### src/rtl/uart_tx_cfg.sv
// ============================================================================
//  Module   : uart_tx_cfg
//  Purpose  : Runtime-configurable UART transmitter (5..9 data bits, optional
//             even/odd parity, 1 or 2 stop bits, runtime baud divisor).
//  Revision : 1.0  initial release
// ============================================================================
`default_nettype none

module uart_tx_cfg #(
    parameter int DATA_W = 8,
    parameter int DIV_W  = 16
) (
    input  logic              clk,
    input  logic              rst,
    input  logic              tx_valid,
    input  logic [DATA_W-1:0] tx_data,
    output logic              tx_ready,
    input  logic [DIV_W-1:0]  baud_div,
    input  logic              parity_en,
    input  logic              parity_odd,
    input  logic              stop2,
    output logic              Tx,
    output logic              tx_busy,
    output logic              tx_done
);

    localparam int              IDX_W    = $clog2(DATA_W);
    localparam logic [IDX_W-1:0] LAST_IDX = IDX_W'(DATA_W - 1);

    typedef enum logic [2:0] {
        S_IDLE   = 3'd0,
        S_START  = 3'd1,
        S_DATA   = 3'd2,
        S_PARITY = 3'd3,
        S_STOP   = 3'd4
    } state_t;

    state_t             state_q;
    logic [DATA_W-1:0]  shift_q;
    logic [DIV_W-1:0]   div_m1_q;
    logic [DIV_W-1:0]   baud_cnt_q;
    logic [IDX_W-1:0]   bit_idx_q;
    logic               par_en_q;
    logic               par_bit_q;
    logic               stop2_q;
    logic               tx_q;
    logic               busy_q;
    logic               done_q;

    logic [DIV_W-1:0]   div_m1_d;
    logic               par_bit_d;
    logic               bit_end;

    // A divisor of 0 is folded onto 1, so the terminal count is 0 for both.
    assign div_m1_d  = (baud_div == '0) ? '0 : (baud_div - DIV_W'(1));
    assign par_bit_d = (^tx_data) ^ parity_odd;
    assign bit_end   = (baud_cnt_q == div_m1_q);

    always_ff @(posedge clk) begin
        if (rst) begin
            state_q    <= S_IDLE;
            shift_q    <= '0;
            div_m1_q   <= '0;
            baud_cnt_q <= '0;
            bit_idx_q  <= '0;
            par_en_q   <= 1'b0;
            par_bit_q  <= 1'b0;
            stop2_q    <= 1'b0;
            tx_q       <= 1'b1;
            busy_q     <= 1'b0;
            done_q     <= 1'b0;
        end else begin
            done_q <= 1'b0;
            if (state_q == S_IDLE) begin
                if (tx_valid) begin
                    state_q    <= S_START;
                    tx_q       <= 1'b0;
                    busy_q     <= 1'b1;
                    shift_q    <= tx_data;
                    div_m1_q   <= div_m1_d;
                    baud_cnt_q <= '0;
                    bit_idx_q  <= '0;
                    par_en_q   <= parity_en;
                    par_bit_q  <= par_bit_d;
                    stop2_q    <= stop2;
                end
            end else if (!bit_end) begin
                baud_cnt_q <= baud_cnt_q + DIV_W'(1);
            end else begin
                baud_cnt_q <= '0;
                case (state_q)
                    S_START: begin
                        state_q   <= S_DATA;
                        tx_q      <= shift_q[0];
                        shift_q   <= shift_q >> 1;
                        bit_idx_q <= '0;
                    end
                    S_DATA: begin
                        if (bit_idx_q == LAST_IDX) begin
                            bit_idx_q <= '0;
                            if (par_en_q) begin
                                state_q <= S_PARITY;
                                tx_q    <= par_bit_q;
                            end else begin
                                state_q <= S_STOP;
                                tx_q    <= 1'b1;
                            end
                        end else begin
                            bit_idx_q <= bit_idx_q + IDX_W'(1);
                            tx_q      <= shift_q[0];
                            shift_q   <= shift_q >> 1;
                        end
                    end
                    S_PARITY: begin
                        state_q   <= S_STOP;
                        tx_q      <= 1'b1;
                        bit_idx_q <= '0;
                    end
                    S_STOP: begin
                        // bit_idx doubles as the stop-bit counter here.
                        if (stop2_q && (bit_idx_q == '0)) begin
                            bit_idx_q <= IDX_W'(1);
                        end else begin
                            state_q <= S_IDLE;
                            busy_q  <= 1'b0;
                            done_q  <= 1'b1;
                        end
                    end
                    default: begin
                        state_q <= S_IDLE;
                        tx_q    <= 1'b1;
                        busy_q  <= 1'b0;
                    end
                endcase
            end
        end
    end

    assign tx_ready = (state_q == S_IDLE);
    assign Tx       = tx_q;
    assign tx_busy  = busy_q;
    assign tx_done  = done_q;

endmodule

`default_nettype wire
### config.mk
export PLATFORM = sky130hd
export DESIGN_NAME = uart_tx_cfg
export DESIGN_NICKNAME = d
export VERILOG_FILES = /design/src/rtl/uart_tx_cfg.sv
export SDC_FILE = /design/constraint.sdc
export NUM_CORES = 1
export LEC_CHECK = 0
export ABC_AREA = 1
export BUFFER_PORTS_ARGS = -buffer_cell sky130_fd_sc_hd__buf_2
export CORE_ASPECT_RATIO = 0.8
export CORE_UTILIZATION = 40
export CTS_BUF_LIST = sky130_fd_sc_hd__clkbuf_8
export CTS_CLUSTER_SIZE = 40
export DETAILED_ROUTE_END_ITERATION = 8
export PLACE_DENSITY = 0.67
export SYNTH_ARGS = -nofsm -noshare
export SYNTH_HDL_FRONTEND = slang
export SYNTH_SLANG_ARGS = --single-unit
### constraint.sdc
create_clock -name clk -period 2.5 [get_ports clk]
set_clock_uncertainty 0.2 [all_clocks]
set_input_delay 0.5 -clock clk [delete_from_list [all_inputs] [get_ports clk]]
set_output_delay 0.5 -clock clk [all_outputs]
set_load 0.03 [all_outputs]
==> results of run 1 <==
-- power groups by stage --
| stage | sequential (mW) | combinational (mW) | clock [mW] |
|---|---|---|---|
| 2_1_floorplan | 1.14 | 1.55 | 0 |
| 3_3_place_gp | 1.15 | 1.79 | 0 |
| 3_5_place_dp | 1.15 | 1.83 | 0 |
| 4_1_cts | 1.14 | 1.83 | 0.638 |
| 5_1_grt | 1.16 | 2.08 | 0.670 |
| 6_report | 1.14 | 1.83 | 0.619 |
-- synth_stat cells, types with 4 or more instances --
cell and number:
nand4_1 17, dfxtp_1 52, a21oi_1 35, xor2_1 10, xnor2_1 11, inv_1 60, a31oi_1 12, nand2_1 174
o21ai_0 19, nand3_1 18, nor2_1 55, clkbuf_1 4, ha_1 5, inv_2 9, buf_2 8
-- placed cells by master (no fill, tap or decap) --
master and instances:
o21ai_2 1, o22ai_1 1, nand3_1 18, nor3_4 1, o31ai_1 2, nor4_1 1, clkbuf_8 6, nor3b_2 1
nor2_2 3, bufinv_16 1, dfxtp_1 52, a31oi_4 1, buf_2 33, o21a_1 1, inv_4 1, or2_2 1
nor2_4 2, o21ai_0 19, xnor2_1 11, nand3_2 1, nand2_2 3, nand3b_1 2, nor2_1 55, ha_1 5
buf_4 5, o211ai_1 1, a21oi_1 35, nor3_1 2, xor2_1 10, a31oi_1 12, clkinv_4 1, nand2_4 1
nand2_1 174, inv_1 60, nand4_1 17, inv_2 9
-- metal layers --
metal | vias to the layer above | global-route usage, % | wire, µm
met5 | - | 0 | 0
met4 | 0 | 4.48 | 42
met2 | 45 | 29.2 | 3260
li1 | 1699 | - | -
met1 | 1432 | 28.6 | 3830
met3 | 2 | 3.03 | 307
-- state kept, by name (all words and copies together) (netlist names) --
name,cells
div_m1_q,16
par_en_q,1
bit_idx_q,3
state_q,3
baud_cnt_q,16
tx_done,1
tx_busy,1
shift_q,8
par_bit_q,1
Tx,1
stop2_q,1
-- per-stage QoR --
step,util (%),instances
after global routing,45.6,657
final,45.6,657
after detailed placement,44.1,649
after floorplan,-,520
after global placement,44.1,649
after CTS,45.6,657
-- final cells by class --
class / instances / area (µm²) / area share (%)
Clock buffer: 6 / 82.6 / 2.28
Clock inverter: 2 / 38.8 / 1.07
Inverter: 70 / 265 / 7.31
Multi-Input combinational cell: 381 / 1860 / 51.3
Sequential cell: 52 / 1040 / 28.7
Tap cell: 108 / 135 / 3.73
Timing Repair Buffer: 38 / 203 / 5.59
-- cells by family after synthesis --
kind of cell	Yosys count	share of synthesized area, %
buffers and inverters	87	11.5
AOI/OAI and AO/OA	73	12.6
adders and majority gates	5	1.91
and+or+nand+nor	282	36.7
xor gates and xnor gates	21	5.61
DFF	52	31.7
-- final timing paths --
kind / from / endpoint / depth (start not counted)
worst max register to register: baud_cnt_q[2] / tx_busy / 12
worst min register to register: tx_busy / tx_busy / 2
worst max-delay path: state_q[2] / tx_ready / 4
worst min-delay path: stop2 / stop2_q / 3
-- worst register-to-register path: stages, from the launching register on --
cell     delay [ps]
dfxtp_1         480
inv_2            40
nand2_1          50
nand2_1          50
nor2_1          160
nand2_1         100
nor2_2          140
nand2_2         110
nand2_2         150
buf_4           280
nand3_1         110
nand2_1          80
a21oi_1          60
==> impl_results.md, run 1 <==
- Critical Path Sink Type: output pin
- Post-route cell area: approximately 0.0036 mm²
- Area after DPL: ~0.0035 mm²
- Post-route worst setup slack: about 350 ps
- Clock share of power: 17.3%
- Sequential share of the synthesized area: 31.7%
- Post_cts resized: 0
- Final Cycle Share: between 80% and 90%
- Pwr Total: about 3.6 mW
- HP Class: input pin to flip-flop
- Worst hold slack: 244 ps
- #FFs+latches synth: 52
- Share of cells above drive strength 1: roughly an eighth
- Filler instances: 807
- Vias in the first global route: 2935
- Routability congestion estimate: roughly 0.8
- Crit-path cells: inv_1 -> nand2_4 -> inv_4 -> buf_2
- Top post-synthesis cells by area: dfxtp_1 32%, nand2_1 20%, inv_1 6.9%
- Clk buf depth: 2
- EDFF count, synth: 0
- Pre-antenna DRT Iters: 4
- Minimum clock period: 2150 ps
- Crit path largest cell delay: approximately 490 ps
- DRT iter0 DRCs: 136
- Worst EP arrival: roughly 1500 ps
- Via count: around 3200
- Status: finished clean
- Post-route DRC violation count: 0
- Yosys top cell area share: 31.7%
- Slew @ Worst Pin: 456 ps
- Highest clock rate: 465 MHz
- Initial Util: 41.3%
- CTS Buf Count: 5
- Via density per instance: ~4.8
- Buf/Inv on CP: 3
- Fin. Hold Viols: 0
- Peak VDD IR: between 0.0003 and 0.0004 V
- Die area: between 0.008 and 0.009 mm²
- Area growth, synth to finish: 10.6%
- Place WS: 91.7 ps
- Synth warnings: 0
- Post-synth cell types: 36
- Final HPWL DP: 5.50 mm
- Final antenna diode count: 0
- Clk Latency, worst-skew pair: around 310 ps
- Gate Count Post-Synth: 520
- Internal Power: about 1.9 mW
- Synthesized area: 0.00328 mm²
- First-pass GRT wire length: about 13 mm
- H-tree depth: 2
- Die X: between 100 and 150 µm
- Gr usage total: about a fifth
- Root buf cell: clkbuf_8
- Prevailing post-synth register cell: dfxtp_1
- MaxCap Viol Count: 0
- Final setup viols: 0
- DRT antenna net count: 0
- Switching fraction of total power: between 40 and 50%
- Flop pwr share: approximately a third
- Port buffer count: 33
- Slew Limit Fails: 0
- RSZ-0062 raised after global routing: false
- Switching pwr: between 1.5 and 2 mW
- Die Ht: ~83 µm
- Clk sink count: 52
- Worst-path fanout max: 14
- Yosys top cell by area: dfxtp_1
- Post-CTS Hold Buffers: 0
- Worst path slowest cell: dfxtp_1
- Congestion Overflow GR: 0
- PD cells: approximately 990 mW/mm²
- Clock transition at the registers of the reported paths: 100 ps
- Combinational share of power: about half
- WL per Instance: approximately 11 µm
- Setup CP Type: flip-flop to output pin
- Leak: 1.57 nW
- Avg Inst Size Synth: 6.31 µm²
- Post-CTS Setup Repair Bufs: 0
- Worst slew margin: between 60 and 70%
- CTS tree: done
- Fraction of synthesis flops using an asynchronous set or reset pin: 0%
- Reg2reg setup slack: between 300 and 400 ps
- FP Rows: 29
- Antenna violations before repair: 0
- Routed wire length: around 7.4 mm
- Core ar.: roughly 0.008 mm²
- I/O Pins: 34
- CP required: around 1800 ps
- Setup TNS: 0 ps
- Final Net Count: a little under 600
- Post-Syn Nets: 555
- Cell family with most CP delay: flip-flops
- Worst Setup Start Kind: flip-flop
- Largest net degree at the start of global routing: 29
Power figures use the tool's default switching activity.
==> run 2: changes to the inputs <==
Settings changed: ABC_AREA 1 to not set, CTS_BUF_LIST sky130_fd_sc_hd__clkbuf_8 to sky130_fd_sc_hd__clkbuf_4, SETUP_SLACK_MARGIN set to 0.1.
==> run 2 against run 1 <==
Cell count down 25%. Core utilization up 0.32 points. Design area fell by 6.8%. Clock power down 21%. Sequential power is 16% lower. Non-clock buffer count is 9 higher. Clock-buffer cell count fell by 1. Fmax is 4.1% lower. Critical path type unchanged. Largest cell class unchanged.
==> impl_results.md, run 2 <==
- Status: finished clean
- Crit path largest cell delay: 440 ps
- Area growth, synth to finish: 11.5%
- Final setup viols: 0
- Reg2reg setup slack: between 300 and 400 ps
- WHS Endpoint: par_en_q
- MaxCap Viol Count: 0
- Worst EP arrival: between 1500 and 2000 ps
- Sequential share of the synthesized area: approximately 34%
- Root buf cell: clkbuf_4
- CP required: approximately 1800 ps
- Gate Count Post-Synth: 375
- Cell family with most CP delay: flip-flops
- Post-CTS Hold Buffers: 0
- Fin. Hold Viols: 0
- Regs by FF count: baud_cnt_q (16), div_m1_q (16), shift_q (8)
- Clk sink count: 52
- Leak: 1.23 nW
- PD cells: 591 mW/mm²
- Top post-synthesis cells by area: dfxtp_1 34%, xor2_1 6.6%, nand2_1 5.9%
- RR Endpoint: shift_q[4]
- Prevailing post-synth register cell: dfxtp_1
- Origin of the critical flop-to-flop path: bit_idx_q[0]
- H-tree depth: 2
- Worst path slowest cell: dfxtp_1
- Largest net degree at the start of global routing: 32
- Clk buf depth: 2
- Via count: ~2800
- GR Util met3: around 3.3%
- Pre-antenna DRT Iters: 5
- Critical Path Sink Type: output pin
- Final Cycle Share: between 80% and 90%
- Fraction of synthesis flops using an asynchronous set or reset pin: 0%
- Gr usage total: approximately a fifth
- RSZ-0062 raised after global routing: false
- Die X: 99.4 µm
- Filler instances: roughly 760
- Worst Setup Start Kind: flip-flop
- Buf/Inv on CP: 2
- Post-route DRC violation count: 0
- Congestion Overflow GR: 0
- Multi-input gate area: approximately 0.0018 mm²
- Minimum clock period: approximately 2200 ps
- Antenna violations before repair: 0
- Initial Util: 41.2%
- Yosys top cell area share: ~34%
- Met1 usage: 31.8%
- Port buffer count: 33
- Setup CP Type: flip-flop to output pin
- Most frequent cells in the layout: 52 x dfxtp_1, 48 x nand2_1, 33 x buf_2, 26 x o21ai_0, 23 x xor2_1
- Vias in the first global route: 2504
- Post-Syn Nets: between 400 and 500
- Hold Path Cell Cnt: 3
- Die Ht: roughly 80 µm
- Synthesized area: between 0.003 and 0.004 mm²
- Post-synth top cells: 52 x dfxtp_1, 48 x nand2_1, 26 x o21ai_0, 23 x xor2_1
- Routability congestion estimate: approximately 0.85
- Worst reg-to-reg path cell count: 7
- WL per Instance: roughly 16 µm
- CTS Buf Count: 5
- Core ar.: 0.00736 mm²
- Setup TNS: 0 ps
- Crit-path cells: or3_4 -> clkinv_2 -> buf_2
- Worst-path fanout max: 11
- DRT antenna net count: 0
- Worst hold slack: ~150 ps
- Final antenna diode count: 0
- Post-synth cell types: 53
- Post-Route Utilization: 46.0%
- Post-CTS Setup Repair Bufs: 0
- EDFF count, synth: 0
- Hold Path Origin: parity_en
- Share of cells above drive strength 1: between 15 and 20%
- Final Net Count: between 400 and 500
- Most common cell in the netlist: dfxtp_1
- Sequential Area: about 0.0010 mm²
- CTS tree: done
- Highest clock rate: between 400 and 500 MHz
- Worst slew margin: about three fifths
- FP Rows: 28
- First-pass GRT wire length: approximately 13 mm
- DRT iter0 DRCs: around 200
- HP Class: input pin to flip-flop
- Via density per instance: between 5 and 6
- Yosys top cell by area: dfxtp_1
- Met2 Use GR: 28.4%
- Die area: between 0.007 and 0.008 mm²
- I/O Pins: 34
- Most common cell after layout, fill and taps aside: dfxtp_1
- Final HPWL DP: 5.46 mm
- Grt peak-use layer: met1
- Clk Latency, worst-skew pair: between 300 and 400 ps
- Peak VDD IR: about 0.00027 V
- Synth warnings: 0
- Routed wire length: slightly below 8 mm
- Clock transition at the registers of the reported paths: roughly 160 ps
- #FFs+latches synth: between 50 and 60
- Avg Inst Size Synth: between 8 and 9 µm²
- Slew Limit Fails: 0
- Slew @ Worst Pin: 576 ps
## run 2: per-layer routing
metal / wire, µm / vias up
li1: - / 1420
met1: 3990 / 1321
met2: 3210 / 94
met3: 414 / 11
met4: 100 / 0
met5: 0 / -
## run 2: cell type report
| type | count | share of cell area, % |
|---|---|---|
| Sequential cell | 52 | 30.8 |
| Inverter | 10 | 1.15 |
| Multi-Input combinational cell | 289 | 54.0 |
| Clock buffer | 5 | 1.11 |
| Tap cell | 90 | 3.33 |
| Timing Repair Buffer | 47 | 8.36 |
| Clock inverter | 3 | 1.26 |
## run 2: report_power, final
| part | internal (mW) | switching [mW] |
|---|---|---|
| logic | 0.206 | 0.342 |
| clock network | 0.209 | 0.282 |
| registers | 0.900 | 0.0583 |
| total | 1.31 | 0.683 |
## run 2: worst max path at each step
stage	start	to	slack [ps]	cells after the start
global route	bit_idx_q[0]	shift_q[4]	170	7
floorplan	bit_idx_q[0]	shift_q[0]	620	7
detailed placement	baud_cnt_q[5]	baud_cnt_q[10]	300	6
finish	state_q[1]	tx_ready	260	3
CTS	bit_idx_q[0]	shift_q[4]	240	7
global placement	baud_div[4]	div_m1_q[15]	370	6
## run 2: repair_timing
| item | 4_1_cts | 5_1_grt |
|---|---|---|
| hold endpoints to repair | 0 | 0 |
| resized for setup | 0 | 3 |
| setup endpoints to repair | 0 | 11 |
## run 2: through the flow
step | cells | setup slack [ps] | instance area, µm² | power [mW]
floorplan | 375 | 621 | 3030 | 1.35
global placement | 488 | 371 | 3290 | 1.50
detailed placement | 488 | 301 | 3290 | 1.51
CTS | 496 | 236 | 3370 | 1.99
global route | 496 | 168 | 3380 | 2.10
finish | 496 | 257 | 3380 | 2.00
## run 2: cell families (layout without fill, tap and decap cells)
family / after synthesis / in the layout / synth area share (%)
AND/OR/NAND/NOR: 150 / 150 / 26.1
AO/OA/AOI/OAI: 91 / 91 / 19.2
multiplexers: 2 / 2 / 0.701
XOR/XNOR: 41 / 41 / 11.8
flip-flops: 52 / 52 / 34.3
buffers and inverters: 34 / 65 / 5.77
adder cells (fa/ha/maj): 5 / 5 / 2.06
## run 2: worst min-delay path, cell delays in order
cell and delay [ps]:
buf_2 90, nand2_1 50, a21oi_1 50
